### config.mk
export PLATFORM = sky130hd
export DESIGN_NAME = alarm_bank
export DESIGN_NICKNAME = d
export VERILOG_FILES = /design/src/rtl/alarm_pkg.sv /design/src/rtl/alarm_bank_button_edge.sv /design/src/rtl/alarm_bank.sv
export SDC_FILE = /design/constraint.sdc
export NUM_CORES = 1
export LEC_CHECK = 0
export ABC_AREA = 1
export ABC_CLOCK_PERIOD_IN_PS = 3300
export BUFFER_PORTS_ARGS = -buffer_cell sky130_fd_sc_hd__buf_2
export CAP_MARGIN = 10
export CORE_MARGIN = 2
export CORE_UTILIZATION = 53
export DETAILED_ROUTE_END_ITERATION = 10
export HOLD_SLACK_MARGIN = 0.08
export PLACE_DENSITY_LB_ADDON = 0.3
export SYNTH_ARGS = -nofsm -noshare
export SYNTH_HDL_FRONTEND = slang
export SYNTH_SLANG_ARGS = --single-unit
### constraint.sdc
create_clock -name Clk -period 3.3 [get_ports Clk]
set_input_delay 0 -clock Clk [delete_from_list [all_inputs] [get_ports Clk]]
set_output_delay 0 -clock Clk [all_outputs]
set_load 0.005 [all_outputs]
### src/rtl/alarm_pkg.sv
// Shared types and constants for the alarm bank.
// Edit states double as the BlinkAlm field encoding.
package alarm_pkg;

    typedef enum logic [1:0] {
        ST_IDLE = 2'd0,
        ST_MIN  = 2'd1,
        ST_HR   = 2'd2,
        ST_EN   = 2'd3
    } edit_st_e;

    localparam int MIN_MAX = 59;
    localparam int HR_MAX  = 23;

    typedef struct packed {
        logic       en;
        logic [4:0] hr;
        logic [5:0] min;
    } alarm_t;

    function automatic logic [5:0] inc_wrap(input logic [5:0] v,
                                            input logic [5:0] max);
        return (v >= max) ? 6'd0 : v + 6'd1;
    endfunction

endpackage

### src/rtl/alarm_bank_button_edge.sv
// Button synchroniser plus rising-edge detector.
// One pulse per press regardless of hold time.
module button_edge (
    input  logic clk_i,
    input  logic rst_ni,
    input  logic btn_i,
    output logic pulse_o
);

    logic sync1_q;
    logic sync2_q;
    logic prev_q;

    always_ff @(posedge clk_i or negedge rst_ni) begin
        if (!rst_ni) begin
            sync1_q <= 1'b0;
            sync2_q <= 1'b0;
            prev_q  <= 1'b0;
        end else begin
            sync1_q <= btn_i;
            sync2_q <= sync1_q;
            prev_q  <= sync2_q;
        end
    end

    assign pulse_o = sync2_q & ~prev_q;

endmodule

### src/rtl/alarm_bank.sv
// Multi-channel hour:minute alarm bank with button editor and buzzer.
// Define ALARM_BANK_SNOOZE_EN to build the snooze counter.
module alarm_bank
    import alarm_pkg::*;
#(
    parameter  int N_ALARMS   = 4,
    parameter  int RING_SECS  = 60,
    parameter  int SNOOZE_MIN = 5,
    localparam int CW = (N_ALARMS > 1) ? $clog2(N_ALARMS) : 1
) (
    input  logic                Clk,
    input  logic                RstN,
    input  logic [5:0]          SecTk,
    input  logic [5:0]          MinTk,
    input  logic [4:0]          HrTk,
    input  logic                Button1Alm,
    input  logic                Button2Alm,
    input  logic                Button3Alm,
    output logic [CW-1:0]       EditCh,
    output logic [5:0]          MinAlm,
    output logic [4:0]          HrAlm,
    output logic [1:0]          BlinkAlm,
    output logic [N_ALARMS-1:0] AlarmEn,
    output logic                BuzzerBit,
    output logic [CW-1:0]       RingCh
);

    if (N_ALARMS < 1 || N_ALARMS > 16 || RING_SECS < 1 || RING_SECS > 255 ||
        SNOOZE_MIN < 1 || SNOOZE_MIN > 59) begin : g_bad_cfg
        $error("alarm_bank: parameter out of range");
    end

    logic b1, b2, b3;

    button_edge u_b1 (.clk_i(Clk), .rst_ni(RstN), .btn_i(Button1Alm), .pulse_o(b1));
    button_edge u_b2 (.clk_i(Clk), .rst_ni(RstN), .btn_i(Button2Alm), .pulse_o(b2));
    button_edge u_b3 (.clk_i(Clk), .rst_ni(RstN), .btn_i(Button3Alm), .pulse_o(b3));

    alarm_t        alm_q [N_ALARMS];
    edit_st_e      st_q;
    logic [CW-1:0] ch_q;
    logic [5:0]    sec_q;
    logic          ring_q;
    logic [7:0]    ring_cnt_q;
    logic [CW-1:0] ring_ch_q;
    logic          boundary, sec_chg;
    logic          hit;
    logic [CW-1:0] hit_ch;
    logic          ed_b1, ed_b2;

    assign boundary = (SecTk == 6'd0) && (sec_q != 6'd0);
    assign sec_chg  = (SecTk != sec_q);

    // Walk downward so the lowest matching index is the one kept.
    always_comb begin
        hit    = 1'b0;
        hit_ch = '0;
        for (int i = N_ALARMS - 1; i >= 0; i--) begin
            if (alm_q[i].en && alm_q[i].min == MinTk && alm_q[i].hr == HrTk) begin
                hit    = 1'b1;
                hit_ch = CW'(i);
            end
        end
        hit = hit && boundary;
    end

`ifdef ALARM_BANK_SNOOZE_EN
    logic [5:0] snz_q;

    assign ed_b1 = b1 & ~ring_q;
    assign ed_b2 = b2 & ~ring_q & (snz_q == 6'd0);
`else
    assign ed_b1 = b1;
    assign ed_b2 = b2;
`endif

    always_ff @(posedge Clk or negedge RstN) begin
        if (!RstN) begin
            st_q <= ST_IDLE;
            ch_q <= '0;
            for (int i = 0; i < N_ALARMS; i++) alm_q[i] <= '0;
        end else if (ed_b1) begin
            unique case (st_q)
                ST_IDLE: st_q <= ST_MIN;
                ST_MIN:  st_q <= ST_HR;
                ST_HR:   st_q <= ST_EN;
                ST_EN: begin
                    if (ch_q == CW'(N_ALARMS - 1)) begin
                        st_q <= ST_IDLE;
                        ch_q <= '0;
                    end else begin
                        st_q <= ST_MIN;
                        ch_q <= ch_q + 1'b1;
                    end
                end
            endcase
        end else if (ed_b2) begin
            unique case (st_q)
                ST_IDLE: ;
                ST_MIN:  alm_q[ch_q].min <= inc_wrap(alm_q[ch_q].min, 6'(MIN_MAX));
                ST_HR:   alm_q[ch_q].hr  <= 5'(inc_wrap({1'b0, alm_q[ch_q].hr}, 6'(HR_MAX)));
                ST_EN:   alm_q[ch_q].en  <= ~alm_q[ch_q].en;
            endcase
        end
    end

    // A fresh match always wins over dismiss and timeout.
    always_ff @(posedge Clk or negedge RstN) begin
        if (!RstN) begin
            sec_q      <= '0;
            ring_q     <= 1'b0;
            ring_cnt_q <= '0;
            ring_ch_q  <= '0;
`ifdef ALARM_BANK_SNOOZE_EN
            snz_q      <= '0;
`endif
        end else begin
            sec_q <= SecTk;
            if (hit) begin
                ring_q     <= 1'b1;
                ring_cnt_q <= 8'(RING_SECS);
                ring_ch_q  <= hit_ch;
`ifdef ALARM_BANK_SNOOZE_EN
                snz_q      <= '0;
`endif
            end else if (ring_q) begin
                if (b3) begin
                    ring_q     <= 1'b0;
                    ring_cnt_q <= '0;
`ifdef ALARM_BANK_SNOOZE_EN
                    snz_q      <= 6'(SNOOZE_MIN);
`endif
                end
`ifdef ALARM_BANK_SNOOZE_EN
                else if (b2) begin
                    ring_q     <= 1'b0;
                    ring_cnt_q <= '0;
                    snz_q      <= '0;
                end
`endif
                else if (sec_chg) begin
                    ring_cnt_q <= ring_cnt_q - 8'd1;
                    if (ring_cnt_q == 8'd1) ring_q <= 1'b0;
                end
            end
`ifdef ALARM_BANK_SNOOZE_EN
            else if (snz_q != 6'd0) begin
                if (b2) begin
                    snz_q <= '0;
                end else if (boundary) begin
                    snz_q <= snz_q - 6'd1;
                    if (snz_q == 6'd1) begin
                        ring_q     <= 1'b1;
                        ring_cnt_q <= 8'(RING_SECS);
                    end
                end
            end
`endif
        end
    end

    always_comb begin
        AlarmEn = '0;
        for (int i = 0; i < N_ALARMS; i++) AlarmEn[i] = alm_q[i].en;
    end

    assign EditCh    = ch_q;
    assign MinAlm    = alm_q[ch_q].min;
    assign HrAlm     = alm_q[ch_q].hr;
    assign BlinkAlm  = st_q;
    assign BuzzerBit = ring_q;
    assign RingCh    = ring_ch_q;

endmodule
# Yosys cells after proc, flatten, opt, wreduce, memory -nomap -nowiden
# Cells that the tools add are included.
# totals
ff_bits	78
in_bits	22
out_inout_bits	22
# op_classes
addsub	4
order_cmp	4
n_eq_ne	14
mux	35
bitwise_logic	9
reduce_logical	20
# ops
cell	count
$bwmux 48	3
$pmux 48 s3	1
$demux 12 s2	3
$mux 12	3
$mux 8	4
$bmux 12 s2	1
$eq 6x6->1	4
$eq 5x5->1	4
$mux 6	2
$logic_and 1x1->1	11
$mux 11	1
$mux 1	10
$mux 2	5
$eq 8x1->1 const B	1
$pmux 2 s4	1
$sub 8x1->8 const B	1
$add 6x1->6 const B	1
$eq 2x2->1 const B	3
$ge 6x6->1 const B	1
$logic_not 6->1	1
$ne 6x6->1	1
$reduce_bool 3->1	2
$reduce_bool 6->1	1
$add 5x1->5 const B	1
other kinds (13)	20

# Longest topological paths before layout
# depth
ltp_word	10
ltp_mapped	15

# Hierarchy
# Synthesis repeated with hierarchy kept, for this count alone.
# unflattened
hier_cells	826
hier_area_um2	5411.4
# by_module_without_submodules
module	instances	cells_per_inst	area_per_inst_um2
alarm_bank	1	811	5156.2
button_edge	3	5	85.1

# Worst setup path before layout
# Ideal clock, no wire load.
# synth_path
path_type	reg2reg
startpoint	register ch_q[0] (netlist: EditCh[0])
endpoint	register with a tool-made name
setup_time_ps	123
arrival_time_ps	1922
t_required_ps	3177
slack_ps	1255
path_stages_with_launch	14
synth_period_minus_slack_ps	2045
cell_sequence	dfrtp_1 inv_2 buf_2 nand2_1 nand3_1 nand2_2 inv_2 ha_1 inv_1 nor2_1 o21ai_4 buf_4 a21oi_1 o21ai_1
# synth_lines
element	line_no	text
from (decl)	alarm_bank.sv:41	logic [CW-1:0] ch_q;
from (signal assigned)	alarm_bank.sv:93	ch_q <= ch_q + 1'b1;

==> reports/metrics.yaml <==
h-tree-depth: 3
core_sq_um: 9770
yosys-top-cells-count: "253 x nand2_1, 109 x inv_1, 78 x dfrtp_1"
finalHoldViolCount: 0
insertion_delay_ns: 0.38
final_util_pct: 60.8
hold_end: "RingCh[0]"
syn_inst: 779
top_usage_layer: "met2"
routed_via_density: 5.38
path_cells: "buf_4 -> ha_1 -> inv_1 -> nor3_1 -> clkinv_1 -> nand2_1 -> o21ai_1"
cts_resized: 0
route.detailed.drc: 0
p_comb_share_pct: 50.0
area_growth_pct: 11.8
place_congestion: 0.973
skew_ns: 0.0135
power.leakage_uw: 0.00301
r2r_cells: 7
ys_ff_latch: 78
status: "completed"
gr-usage-met2_pct: 46.8
crit_type: "flop to flop"
design_power_total_uw: 4580
vias: 5218
placed_cells: 943
dpl_worst_slack_ns: 0.983
num_io_pins: 44
slowest_delay_ns: 0.43
hold_start: "MinTk[2]"
drt_iter0_drc: 380
drive_gt1_share_pct: 12.3
final_cells: 969
setup_viol: 0
insertedDiodeCount: 0
ys_async_sr_fraction_pct: 100
cts_buffers: 9
met3_usage_pct: 4.89
num_rows: 36
layout_setup_ws_ns: 0.887
drv_cap: 0
grt_max_degree: 79
crit_fanout: 35
min_path_cells: 7
initial_core_util_pct: 54.4
synthFlopType: "dfrtp_1"
cts_buffer_depth: 2
grtUsageMet1_pct: 38.0
synthTopCellsByArea: "dfrtp_1 37%, nand2_1 18%, inv_1 7.7%, nor2_1 4.9%, o21ai_0 4.3%"
syn-cell-area_sq_um: 5320
crit_family: "buffers and inverters"
fin_crit_ns: 2.41
synth_nets: 813
internal-power_uw: 2400
grt_setup_unrepaired: "no"
r2r_slack_ns: 0.89
wl_per_cell_um: 15.4
grt_usage_pct: 28.9
seq_area_frac_synth_pct: 36.7
grt_pass1_vias: 5146
power_frac_clock_pct: 17.8
antenna_found_initial: 0
fin_crit_sh_pct: 73.1
slew_viol_final: 0
switching_share_pct: 47.7
synth_warnings: 0
synth_top_area_share_pct: 36.7
grt_first_pass_wirelength_um: 25000
fp.dieArea_sq_um: 10800
first_pass_iters: 5
power-per-cell-area_nw_per_um2: 772
grt-ovfl-total: 0
ir_worst_vdd_v: 0.000609
worst_setup_path_start_kind: "flop"
nets: 865
die_h_um: 104
postCtsHoldBufs: 10
synth_edf_count: 0
clock.fmax_ghz: 0.414
cts_tree: "yes"
crit_required_ns: 3.55
cp_num_buf_inv: 3
post-cts-setup-buffers: 0
dpl.hpwl_um: 11400
ant_nets: 0
fp.dieW_um: 104
clk_pin_slew_worst_paths_ns: 0.08
avgSynthCellArea_sq_um: 6.82
crit_arrival_ns: 2.66
p_seq_share_pct: 32.3
synthDistinctLibCells: 44
port_buffers: 43
yosys.cell_count.top_type: "nand2_1"
r2r-start: "EditCh[0]"
cpMaxStageDelayCell: "nor3_1"
relSlewSlack_pct: 32.9
hold_path.class: "input pin to flop"
cts_root_buf: "clkbuf_8"
routed_wl_um: 14900
yosysTopAreaCell: "dfrtp_1"
clock-sinks: 78
cp-end-kind: "flop"
tightest_slew_ns: 1.01
p_sw_uw: 2180
setup_tns_ns: 0
metrics by stage:
stage / hold slack, ns / area, sq um
after floorplan: -0.296 / 5320
after global placement: 0.108 / 5620
after detailed placement: 0.114 / 5620
after CTS: 0.247 / 5940
after global routing: 0.283 / 5940
final: 0.263 / 5940
worst max-delay path by stage:
stage / start / endpoint / slack [ns] / cells after the start
5_1_grt: EditCh[0] / flop / 0.73 / 7
6_report: EditCh[0] / flop / 0.89 / 7
3_5_place_dp: EditCh[0] / flop / 0.98 / 7
2_1_floorplan: EditCh[0] / flop / 1.25 / 13
3_3_place_gp: EditCh[1] / flop / 1.13 / 7
4_1_cts: EditCh[0] / flop / 0.95 / 7
power groups by stage:
| stage | combinational [uW] | sequential [uW] | clock (uW) |
|---|---|---|---|
| 3_3_place_gp | 2180 | 1490 | 0 |
| 4_1_cts | 2260 | 1470 | 821 |
| 2_1_floorplan | 1660 | 1400 | 0 |
| 3_5_place_dp | 2240 | 1490 | 0 |
| 5_1_grt | 2570 | 1510 | 858 |
| 6_report | 2290 | 1480 | 814 |
per-layer routing:
metal | vias to the layer above | routed length, um
li1 | 2564 | -
met2 | 201 | 7020
met1 | 2415 | 6490
met4 | 0 | 444
met3 | 38 | 973
met5 | - | 0
cell usage in the layout, fill, tap and decap left out, drive strengths merged:
| cell type | synthesis | final |
|---|---|---|
| nand3b | 5 | 5 |
| dfrtp | 78 | 78 |
| o22ai | 7 | 7 |
| o21ai | 80 | 80 |
| o21bai | 1 | 1 |
| clkinv | 3 | 5 |
| clkinvlp | 0 | 2 |
| nand4 | 10 | 10 |
| bufinv | 0 | 2 |
| buf | 13 | 48 |
| ha | 12 | 12 |
| nand2 | 260 | 260 |
| dlygate4sd3 | 0 | 10 |
| nor3b | 1 | 1 |
| a21boi | 1 | 1 |
| xnor2 | 13 | 13 |
| nor3 | 7 | 7 |
| a31oi | 1 | 1 |
| nand3 | 47 | 47 |
| inv | 114 | 114 |
| a21oi | 37 | 37 |
| and2 | 1 | 1 |
| or2 | 2 | 2 |
| mux2i | 1 | 1 |
| nor2 | 72 | 72 |
| clkbuf | 4 | 10 |
| xor2 | 5 | 5 |
| o211ai | 4 | 4 |
cell families (layout without fill, tap and decap cells):
logic type	Yosys count	in the layout	share of synthesized area, %
AND/OR/NAND/NOR	405	405	32.7
buffers and inverters	134	191	10.5
AO/OA/AOI/OAI	131	131	13.8
flip-flops	78	78	36.7
XOR/XNOR	18	18	2.97
adder cells (fa/ha/maj)	12	12	2.82
multiplexers	1	1	0.424
tightest hold or removal path: cells and delay by family:
family / cells / cell delay, ns
buf+inv: 1 / 0.17
simple gates: 5 / 0.35
xor+xnor: 1 / 0.08
layout make-up:
cell class                      instances  area (sq um)
Clock buffer                           10           138
Clock inverter                          6          85.1
Fill cell                             932          3830
Inverter                              117           439
Multi-Input combinational cell        567          2810
Sequential cell                        78          1950
Tap cell                              133           166
Timing Repair Buffer                   58           355
Power figures use the tool's default switching activity.
